--- config.mk ---
export PLATFORM = sky130hd
export DESIGN_NAME = seq_array_div
export DESIGN_NICKNAME = d
export VERILOG_FILES = /design/src/rtl/seq_array_div.sv
export SDC_FILE = /design/constraint.sdc
export NUM_CORES = 1
export LEC_CHECK = 0
export ABC_AREA = 1
export CAP_MARGIN = 40
export CORE_ASPECT_RATIO = 1.2
export CORE_MARGIN = 1
export CORE_UTILIZATION = 47
export CTS_BUF_LIST = sky130_fd_sc_hd__clkbuf_4 sky130_fd_sc_hd__clkbuf_8 sky130_fd_sc_hd__clkbuf_16
export DETAILED_ROUTE_END_ITERATION = 8
export PLACE_DENSITY = 0.87
export SYNTH_ARGS = -nofsm -noshare
export SYNTH_HDL_FRONTEND = slang
export SYNTH_SLANG_ARGS = --single-unit
export TNS_END_PERCENT = 100
--- constraint.sdc ---
create_clock -name clk -period 1.7 [get_ports clk]
set_input_delay 0.255 -clock clk [delete_from_list [all_inputs] [get_ports clk]]
set_output_delay 0.255 -clock clk [all_outputs]
set_load 0.05 [all_outputs]
--- src/rtl/seq_array_div.sv ---
// Sequential restoring divider: 2N-bit dividend / N-bit divisor, one quotient bit per clock, MSB first.
// Valid/ready on both sides; a single operation is in flight between acceptance and consumption.
module seq_array_div #(
  parameter int N = 4
) (
  input  logic           clk,
  input  logic           rst,
  input  logic           in_valid,
  output logic           in_ready,
  input  logic [2*N-1:0] dividend,
  input  logic [N-1:0]   divisor,
  output logic           out_valid,
  input  logic           out_ready,
  output logic [2*N-1:0] quotient,
  output logic [N-1:0]   remainder,
  output logic           div_by_zero
);

  localparam int CW = $clog2(2*N);
  localparam logic [CW-1:0] LAST_ITER = CW'(2*N-1);

  typedef enum logic [1:0] {IDLE, CALC, DONE} state_t;

  state_t         state_q, state_d;
  // Dividend bits shift out of the top while quotient bits shift in at the bottom.
  logic [2*N-1:0] work_q, work_d;
  logic [N-1:0]   divisor_q, divisor_d;
  logic [N-1:0]   rem_q, rem_d;
  logic [CW-1:0]  cnt_q, cnt_d;
  logic           dbz_q, dbz_d;

  logic [N:0]     trial;
  logic [N-1:0]   diff;
  logic           fits;

  // A partial remainder below the divisor always fits in N bits, so the
  // wrap-around N-bit difference is exact whenever it is used.
  always_comb begin
    trial = {rem_q, work_q[2*N-1]};
    fits  = (trial >= {1'b0, divisor_q});
    diff  = trial[N-1:0] - divisor_q;
  end

  always_comb begin
    state_d   = state_q;
    work_d    = work_q;
    divisor_d = divisor_q;
    rem_d     = rem_q;
    cnt_d     = cnt_q;
    dbz_d     = dbz_q;
    in_ready  = 1'b0;
    out_valid = 1'b0;
    case (state_q)
      IDLE: begin
        in_ready = 1'b1;
        if (in_valid) begin
          divisor_d = divisor;
          rem_d     = '0;
          cnt_d     = '0;
          if (divisor == '0) begin
            work_d  = '1;
            dbz_d   = 1'b1;
            state_d = DONE;
          end else begin
            work_d  = dividend;
            dbz_d   = 1'b0;
            state_d = CALC;
          end
        end
      end
      CALC: begin
        rem_d  = fits ? diff : trial[N-1:0];
        work_d = {work_q[2*N-2:0], fits};
        cnt_d  = cnt_q + CW'(1);
        if (cnt_q == LAST_ITER) begin
          state_d = DONE;
        end
      end
      DONE: begin
        out_valid = 1'b1;
        if (out_ready) begin
          state_d = IDLE;
        end
      end
      default: state_d = IDLE;
    endcase
  end

  always_ff @(posedge clk) begin
    if (rst) begin
      state_q   <= IDLE;
      work_q    <= '0;
      divisor_q <= '0;
      rem_q     <= '0;
      cnt_q     <= '0;
      dbz_q     <= 1'b0;
    end else begin
      state_q   <= state_d;
      work_q    <= work_d;
      divisor_q <= divisor_d;
      rem_q     <= rem_d;
      cnt_q     <= cnt_d;
      dbz_q     <= dbz_d;
    end
  end

  assign quotient    = work_q;
  assign remainder   = rem_q;
  assign div_by_zero = dbz_q;

endmodule

==> reports/summary.txt <==
1st-pass router iterations: 4
Fillers: 214
Clk_skew: 2.465 ps
Ys Warns: 0
Register area: 442.9 sq um
Worst slew pin tran: 358.8 ps
Drt initial violations: 31
Pin count of the biggest net entering global routing: 17
R2r worst-path depth: 8
LEAKAGE: 0.6898 nW
Required time of the critical path: 1930 ps
Initial antenna violation count: 0
Max frequency: 644.1 MHz
Setup violations, final: 0
Syn avg cell area: 7.154 sq um
Core Util, Final: 0.6574
Final Max Slew Viols: 0
Worst-path clk slew: 120 ps
Status: finished clean
Wire per inst: 11.04 um
Layout cells sized above 1: 0.1744
CP Capture Type: flip-flop
Nets: 219
FP Rows: 19
Vias in the first global route: 1,041
Synthesized area: 0.001166 sq mm
Power density over the cells: 1062 mW/mm^2
Die Height: 56.57 um
Critical Path Fanout Max: 5
WHS Path Cells: 2
CTS Root Cell: clkbuf_4
Die area: 0.002685 sq mm
Tcrit/Tclk final: 0.9133
Syn Nets: 186
Drt drc: 0
Sequential area share after synthesis: 0.3777
Final instance area: 0.001531 sq mm
GRT overflow: 0
Min cycle time layout: 1553 ps
Antenna cells: 0
Initial Util: 0.5005
Seq cells post-synth: 22
P&R area growth vs syn: 31.33%
Worst slew margin: 0.7599
Clock Sinks: 22
Setup TNS: 0 ps
TritonCTS clock tree: built
CTS buffer count: 3
Unique masters post-synth: 21
# IOs: 31
Routed vias: 1,144
CP arrival: 1790 ps
GR Util All Layers: 0.2122
CP startpoint kind: flip-flop
Die extent in x: 47.47 um
Final Hold Vio Count: 0
Dpl cell area: 0.001493 sq mm
ANT nets after route: 0
Hold_buf cts: 0
DP HPWL: 1.988 mm
I/O Buffers: 30
Area of the multi-input gates: 611.8 sq um
Maximum VDD drop: 0.5602 mV
RSZ-0062 raised after global routing: no
Min Hold Slack: 469.8 ps
Clk_lat worst skew: 300 ps
Vias per std cell: 5.062
H-tree level count: 1
Max cap viols: 0
WS Path Type: flip-flop to flip-flop
Mapped Cells: 163
Routed WL: 2.495 mm
Core Region: 0.002330 sq mm
Most frequent cells in the layout: nand2_1, a21oi_1, dfxtp_1
GP Congestion: 0.7985
Worst Hold Class: flip-flop to flip-flop
First-pass GRT wire length: 4.209 mm
Clock buffer depth: 2
Leading cell type in the layout, fill and taps excluded: nand2_1
-- timing repair --
item,4_1_cts,5_1_grt
gates resized for setup,0,1
buffers inserted,0,0
setup endpoints to repair,0,4
-- synthesized netlist by cell type --
cell type  instances  share of area
nand3_1           10          0.043
buf_6              2          0.019
nand2_1           31           0.10
a211oi_1           1         0.0064
nor2_4             3          0.029
nand2_2            2          0.011
nor2_1            17          0.055
o21ai_0           10          0.043
a31oi_1            1         0.0054
a21oi_1           25           0.11
inv_2              3         0.0097
clkbuf_1           2         0.0064
ha_1               6          0.064
buf_4              1         0.0064
or2_0              1         0.0054
xor2_1             1         0.0075
a21oi_2            1         0.0075
inv_1             18          0.058
o21ai_1            5          0.021
dfxtp_1           22           0.38
fa_1               1          0.017
-- power by group --
group	switching (mW)	internal [mW]	leakage (nW)
combinational	0.452	0.267	0.487
sequential	0.0483	0.576	0.182
clock	0.152	0.131	0.0210
total	0.653	0.973	0.690
-- through the flow --
stage / total power, mW / cells / setup WS (ps)
after global placement: 1.332 / 222 / 146.8
final: 1.626 / 226 / 147.4
after floorplan: 1.146 / 163 / 31.05
after CTS: 1.628 / 226 / 82.42
after global routing: 1.736 / 226 / 2.680
after detailed placement: 1.349 / 222 / 91.07
-- critical path: stages (launching register included) --
cell and delay, ps:
dfxtp_2 360, ha_1 360, a21oi_2 190, nand2_1 90
nand2_2 110, nand2_2 90, nand2_1 80, nand3_1 60
a21oi_1 150
-- sequential cells by signal, indices dropped and copies added, names as in the netlist --
register / flops
state_q: 2
quotient: 8
cnt_q: 3
div_by_zero: 1
divisor_q: 4
remainder: 4
-- final timing paths --
path                                                   to                      start  slack (ps)
worst max register to register  remainder[1]$_SDFFE_PP0P_  remainder[1]$_SDFFE_PP0P_         150
worst min register to register  divisor_q[2]$_SDFFE_PP0P_  divisor_q[2]$_SDFFE_PP0P_         470
worst max-delay path            remainder[1]$_SDFFE_PP0P_  remainder[1]$_SDFFE_PP0P_         150
worst min-delay path            divisor_q[2]$_SDFFE_PP0P_  divisor_q[2]$_SDFFE_PP0P_         470
-- metal layers --
| layer | track usage | vias up | part of all wire |
|---|---|---|---|
| li1 | - | 593 | - |
| met1 | 0.2626 | 518 | 0.44 |
| met2 | 0.3640 | 29 | 0.52 |
| met3 | 0.01929 | 4 | 0.030 |
| met4 | 0.07347 | 0 | 0.010 |
| met5 | 0 | - | 0 |
-- cell type report --
| cell class | instances | area share |
|---|---|---|
| inverter | 21 | 0.05147 |
| timing repair buffer | 33 | 0.2108 |
| multi-input combinational | 115 | 0.3995 |
| clock buffer | 4 | 0.02369 |
| tap | 31 | 0.02533 |
| sequential | 22 | 0.2892 |
-- logic make-up (layout without fill, tap and decap cells) --
| kind of cell | count (synthesis) | count (layout) | synth area share |
|---|---|---|---|
| adders and majority gates | 7 | 7 | 0.08154 |
| AOI/OAI and AO/OA | 43 | 43 | 0.1910 |
| xor gates and xnor gates | 1 | 1 | 0.007512 |
| and+or+nand+nor | 64 | 64 | 0.2425 |
| DFF | 22 | 22 | 0.3777 |
| buffers and inverters | 26 | 58 | 0.09978 |
Note: power is estimated with default switching activity, not from simulation.
